## src/rtl/pipelined_csel_subtractor_16.sv

```systemverilog
// rtl/pipelined_csel_subtractor_16.sv - two-stage carry-select subtractor with valid/ready handshakes
// Computes a + ~b + ~bin; stage 1 resolves the low half, stage 2 selects the precomputed high blocks.
module pipelined_csel_subtractor_16 #(
    parameter int WIDTH = 16,
    parameter int BLOCK = 4
) (
    input  logic             clk,
    input  logic             rst,
    input  logic             in_valid,
    output logic             in_ready,
    input  logic [WIDTH-1:0] a,
    input  logic [WIDTH-1:0] b,
    input  logic             bin,
    output logic             out_valid,
    input  logic             out_ready,
    output logic [WIDTH-1:0] diff,
    output logic             bout,
    output logic             ovf
);

    localparam int HALF = WIDTH / 2;
    localparam int NBLK = HALF / BLOCK;

    logic                         s1_valid_q, s1_valid_d;
    logic [HALF-1:0]              s1_lo_q, s1_lo_d;
    logic                         s1_carry_q, s1_carry_d;
    logic [NBLK-1:0][BLOCK-1:0]   s1_sum0_q, s1_sum0_d;
    logic [NBLK-1:0][BLOCK-1:0]   s1_sum1_q, s1_sum1_d;
    logic [NBLK-1:0]              s1_co0_q, s1_co0_d;
    logic [NBLK-1:0]              s1_co1_q, s1_co1_d;
    logic                         s1_amsb_q, s1_amsb_d;
    logic                         s1_bmsb_q, s1_bmsb_d;

    logic                         s2_valid_q, s2_valid_d;
    logic [WIDTH-1:0]             diff_q, diff_d;
    logic                         bout_q, bout_d;
    logic                         ovf_q, ovf_d;

    logic                         s2_adv;
    logic                         in_xfer;
    logic [WIDTH-1:0]             b_inv;
    logic [HALF-1:0]              lo_diff;
    logic                         lo_carry;
    logic [BLOCK:0]               t0, t1;
    logic [NBLK-1:0][BLOCK-1:0]   cand_sum0, cand_sum1;
    logic [NBLK-1:0]              cand_co0, cand_co1;
    logic [HALF-1:0]              hi_diff;
    logic                         hi_carry;

    assign s2_adv    = s1_valid_q && (!s2_valid_q || out_ready);
    assign in_ready  = !s1_valid_q || s2_adv;
    assign in_xfer   = in_valid && in_ready;
    assign b_inv     = ~b;
    assign out_valid = s2_valid_q;
    assign diff      = diff_q;
    assign bout      = bout_q;
    assign ovf       = ovf_q;

    // Low half ripples block to block; high blocks get both carry-in candidates.
    always_comb begin
        lo_diff   = '0;
        lo_carry  = ~bin;
        t0        = '0;
        t1        = '0;
        cand_sum0 = '0;
        cand_sum1 = '0;
        cand_co0  = '0;
        cand_co1  = '0;
        for (int i = 0; i < NBLK; i++) begin
            t0 = {1'b0, a[i*BLOCK +: BLOCK]} + {1'b0, b_inv[i*BLOCK +: BLOCK]};
            t1 = t0 + {{BLOCK{1'b0}}, 1'b1};
            if (lo_carry) begin
                lo_diff[i*BLOCK +: BLOCK] = t1[BLOCK-1:0];
                lo_carry                  = t1[BLOCK];
            end else begin
                lo_diff[i*BLOCK +: BLOCK] = t0[BLOCK-1:0];
                lo_carry                  = t0[BLOCK];
            end
        end
        for (int j = 0; j < NBLK; j++) begin
            {cand_co0[j], cand_sum0[j]} = {1'b0, a[HALF + j*BLOCK +: BLOCK]}
                                        + {1'b0, b_inv[HALF + j*BLOCK +: BLOCK]};
            {cand_co1[j], cand_sum1[j]} = {cand_co0[j], cand_sum0[j]} + {{BLOCK{1'b0}}, 1'b1};
        end
    end

    always_comb begin
        hi_diff  = '0;
        hi_carry = s1_carry_q;
        for (int j = 0; j < NBLK; j++) begin
            if (hi_carry) begin
                hi_diff[j*BLOCK +: BLOCK] = s1_sum1_q[j];
                hi_carry                  = s1_co1_q[j];
            end else begin
                hi_diff[j*BLOCK +: BLOCK] = s1_sum0_q[j];
                hi_carry                  = s1_co0_q[j];
            end
        end
    end

    always_comb begin
        s1_valid_d = s1_valid_q;
        s1_lo_d    = s1_lo_q;
        s1_carry_d = s1_carry_q;
        s1_sum0_d  = s1_sum0_q;
        s1_sum1_d  = s1_sum1_q;
        s1_co0_d   = s1_co0_q;
        s1_co1_d   = s1_co1_q;
        s1_amsb_d  = s1_amsb_q;
        s1_bmsb_d  = s1_bmsb_q;
        s2_valid_d = s2_valid_q;
        diff_d     = diff_q;
        bout_d     = bout_q;
        ovf_d      = ovf_q;

        if (in_xfer) begin
            s1_valid_d = 1'b1;
            s1_lo_d    = lo_diff;
            s1_carry_d = lo_carry;
            s1_sum0_d  = cand_sum0;
            s1_sum1_d  = cand_sum1;
            s1_co0_d   = cand_co0;
            s1_co1_d   = cand_co1;
            s1_amsb_d  = a[WIDTH-1];
            s1_bmsb_d  = b[WIDTH-1];
        end else if (s2_adv) begin
            s1_valid_d = 1'b0;
        end

        if (s2_adv) begin
            s2_valid_d = 1'b1;
            diff_d     = {hi_diff, s1_lo_q};
            bout_d     = ~hi_carry;
            ovf_d      = (s1_amsb_q != s1_bmsb_q) && (hi_diff[HALF-1] != s1_amsb_q);
        end else if (s2_valid_q && out_ready) begin
            s2_valid_d = 1'b0;
        end
    end

    always_ff @(posedge clk) begin
        if (rst) begin
            s1_valid_q <= 1'b0;
            s1_lo_q    <= '0;
            s1_carry_q <= 1'b0;
            s1_sum0_q  <= '0;
            s1_sum1_q  <= '0;
            s1_co0_q   <= '0;
            s1_co1_q   <= '0;
            s1_amsb_q  <= 1'b0;
            s1_bmsb_q  <= 1'b0;
            s2_valid_q <= 1'b0;
            diff_q     <= '0;
            bout_q     <= 1'b0;
            ovf_q      <= 1'b0;
        end else begin
            s1_valid_q <= s1_valid_d;
            s1_lo_q    <= s1_lo_d;
            s1_carry_q <= s1_carry_d;
            s1_sum0_q  <= s1_sum0_d;
            s1_sum1_q  <= s1_sum1_d;
            s1_co0_q   <= s1_co0_d;
            s1_co1_q   <= s1_co1_d;
            s1_amsb_q  <= s1_amsb_d;
            s1_bmsb_q  <= s1_bmsb_d;
            s2_valid_q <= s2_valid_d;
            diff_q     <= diff_d;
            bout_q     <= bout_d;
            ovf_q      <= ovf_d;
        end
    end

endmodule

```

## config.mk

```make
export PLATFORM = sky130hd
export DESIGN_NAME = pipelined_csel_subtractor_16
export DESIGN_NICKNAME = d
export VERILOG_FILES = /design/src/rtl/pipelined_csel_subtractor_16.sv
export SDC_FILE = /design/constraint.sdc
export NUM_CORES = 1
export LEC_CHECK = 0
export CAP_MARGIN = 10
export CORE_MARGIN = 2
export CORE_UTILIZATION = 55
export CTS_CLUSTER_DIAMETER = 60
export CTS_CLUSTER_SIZE = 30
export DETAILED_ROUTE_END_ITERATION = 10
export GPL_TIMING_DRIVEN = 0
export PLACE_DENSITY_LB_ADDON = 0.12
export SKIP_LAST_GASP = 1
export SYNTH_ARGS = -nofsm -noshare
export SYNTH_HDL_FRONTEND = slang
export SYNTH_SLANG_ARGS = --single-unit
```

## constraint.sdc

```tcl
create_clock -name clk -period 5.8 [get_ports clk]
set_input_delay 0.87 -clock clk [delete_from_list [all_inputs] [get_ports clk]]
set_output_delay 0.87 -clock clk [all_outputs]
set_load 0.02 [all_outputs]
```

==> results.toml <==
[die]
core-area_um2 = 4790
start_util = 0.575
die_w_um = 74.7
die_y_um = 74.7
die_area_um2 = 5580
num_rows = 25
io_pins = 57

[cts]
post_cts_buffers = 0
path_clk_slew_ps = 90
hold_buffers = 0
clk_latency_ps = 300
cts_tree = "built"
cts-root-buf = "clkbuf_8"
ctsHtreeMaxLevel = 2
clock-sinks = 51
numCtsBuffers = 5
ctsResizeCount = 0
clockBufferDepth = 2

[worst_setup_path]
start_kind = "input port"
cp-end-kind = "flip-flop"
crit_arrival_ps = 3630
path_cells = "clkdlybuf4s50_1 -> inv_1 -> ha_1 -> inv_1 -> fa_1 -> inv_1 -> ha_1 -> and2b_2 -> nand3b_1 -> mux2_4 -> xor2_1 -> or3_1 -> a311oi_1"
slowest_stage = "clkdlybuf4s50_1"
r2r_start = "out_valid$_SDFFE_PP0P_"
path_max_fanout = 4
required_ps = 6020
cpLargestDelayFamily = "adder cells"
crit_buf_inv = 4
max_stage_delay_ps = 460
critical_path.startpoint = "b[0]"
cpMostUsedCell = "inv_1"
path_class = "in -> reg"

[timing]
max_slew_margin = 0.623
tightest_slew_ps = 565
post-route-min-period_ps = 3410
fin_tns_setup_ps = 0
skew_ps = 6.55
fmax_ghz = 0.294
rsz0062_at_grt = "false"
finalCritPeriodShare = 0.587
setup_viol = 0
drv_slew = 0
hold_violations = 0

[layout]
n_antenna_cell = 0
multi_input_area_um2 = 1560
drive_gt1_frac = 0.0355
final_area_um2 = 3520
area_growth_pct = 27.9
nets = 454
fillers = 392
layout.area.seq_um2 = 1020

[flow_run]
maxCapViolations = 0

[power]
ir_drop_mv = 0.197
p_leak_nw = 1.49
powerDensity_nw_per_um2 = 258
p_sw_frac = 0.273
pwr-share-seq = 0.435
clkPwrFrac = 0.316
power_frac_comb = 0.249
power.switching_uw = 248
p_int_uw = 658

[route]
dr.pass1.iters = 4
drc = 0
vias = 2474
first_iter_violations = 120
vias_per_cell = 5.37
wire_per_inst_um = 13.2
finalWirelength_um = 6090
drtAntennaViolNets = 0

[grt]
grt_usage = 0.238
antenna_found_initial = 0
grt_overflow_total = 0
grt_first_pass_wirelength_um = 10200
grt_max_degree = 16
grt_pass1_vias = 2294

[synth]
ys_async_sr_fraction = 0
synth_edf_count = 0
netlist.area_leader.share = 0.371
synth_seq_area_share = 0.371
avgSynthCellArea_um2 = 8.31
syn_area_um2 = 2750
netlist_instances = 331
synth_fp_nets = 392
yosys-top-cells-area = "dfxtp_1, ha_1, nand2_1"
synth_top_cell_by_area = "dfxtp_1"
synthFlopType = "dfxtp_1"
synth_cell_types = 38
ys_seq_elements = 51
yosysWarnings = 0

[worst_hold_path]
worstHoldStart = "s1_lo_q[0]$_SDFFE_PP0P_"
hold_path.class = "reg -> reg"

[place]
io_buffers = 55
gp_congestion = 0.865
hpwl_um = 4630
post_dp_cell_area_um2 = 3390

[status]
status = "complete, no violations"
## cell usage after synthesis (2+ instances only)
| master | count |
|---|---|
| a211oi_1 | 14 |
| a21o_1 | 5 |
| a21oi_1 | 32 |
| a2bb2oi_1 | 2 |
| a311oi_1 | 2 |
| a31oi_1 | 2 |
| and3_1 | 4 |
| buf_1 | 2 |
| clkbuf_1 | 14 |
| dfxtp_1 | 51 |
| fa_1 | 4 |
| ha_1 | 20 |
| inv_1 | 27 |
| mux2i_1 | 10 |
| nand2_1 | 46 |
| nand2b_1 | 2 |
| nand3_1 | 10 |
| nand3b_1 | 2 |
| nand4b_1 | 2 |
| nor2_1 | 30 |
| nor2b_1 | 5 |
| nor3_1 | 2 |
| o21ai_0 | 14 |
| or3_1 | 2 |
| xnor2_1 | 10 |
| xor2_1 | 5 |
## routing by layer
layer	wire length [um]	track usage
met5	0	0
met4	42	0.0516
met2	3020	0.403
met3	303	0.0495
met1	2730	0.316
## power groups by stage
stage | logic, mW | clock network (mW) | registers, mW
after global placement | 0.218 | 0 | 0.401
after CTS | 0.226 | 0.288 | 0.394
after detailed placement | 0.224 | 0 | 0.402
after global routing | 0.252 | 0.303 | 0.397
final | 0.226 | 0.286 | 0.394
after floorplan | 0.142 | 0 | 0.408
## layout by cell type, fill, tap and decap left out, types with 2 or more instances in the layout
cell              n
a211oi_1         14
a21o_1            5
a21oi_1          32
a2bb2oi_1         2
a311oi_1          2
a31oi_1           2
and3_1            4
buf_1             2
bufinv_16         2
clkbuf_1         15
clkbuf_8          5
clkdlybuf4s50_1  55
dfxtp_1          51
fa_1              4
ha_1             20
inv_1            27
mux2i_1          10
nand2_1          46
nand2b_1          2
nand3_1          10
nand3b_1          2
nand4b_1          2
nor2_1           30
nor2b_1           5
nor3_1            2
o21ai_0          14
or3_1             2
xnor2_1          10
xor2_1            5
## final timing paths
kind                                to  slack (ps)  depth (start not counted)
max            s1_lo_q[6]$_SDFFE_PP0P_        2390                         13
min            s1_lo_q[0]$_SDFFE_PP0P_         460                          2
max reg2reg  s1_sum0_q[4]$_SDFFE_PP0P_        3700                          7
min reg2reg    s1_lo_q[0]$_SDFFE_PP0P_         460                          2
## stage by stage
| step | utilization | setup slack [ps] | hold WS, ps | total power, mW | instances |
|---|---|---|---|---|---|
| 3_5_place_dp | 0.707 | 2100 | 445 | 0.626 | 453 |
| 6_report | 0.735 | 2390 | 456 | 0.906 | 461 |
| 2_1_floorplan | - | 2740 | 429 | 0.550 | 331 |
| 5_1_grt | 0.735 | 2250 | 477 | 0.952 | 461 |
| 4_1_cts | 0.735 | 2380 | 457 | 0.907 | 461 |
| 3_3_place_gp | 0.707 | 2160 | 438 | 0.619 | 453 |
## cell families after synthesis
group,after synthesis,share of synthesized area
compound gates,74,0.163
xor+xnor,16,0.0537
fa+ha+maj,24,0.120
buf+inv,44,0.0614
flops,51,0.371
mux,12,0.0500
simple gates,110,0.181
## cell type report
cell class                 instances  area share
multi-input combinational        236       0.444
sequential                        51       0.290
timing repair buffer              55       0.156
inverter                          27      0.0288
tap                               67      0.0238
clock buffer                       6      0.0206
buffer                            17      0.0192
clock inverter                     2      0.0171
## worst reg2reg max path: cells and delay by family, from the launching register on
family                 cells  cell delay (ps)
AOI/OAI and AO/OA          1              160
DFF                        1              330
buffers and inverters      2              880
and+or+nand+nor            4              650
## sequential cells by signal, summed over array words and instances (netlist names)
name,count
s1_sum0_q,8
out_valid,1
bout,1
s1_carry_q,1
s1_amsb_q,1
s1_lo_q,8
s1_bmsb_q,1
s1_valid_q,1
s1_co0_q,2
ovf,1
s1_sum1_q,8
s1_co1_q,2
diff,16
Power figures use the tool's default switching activity.
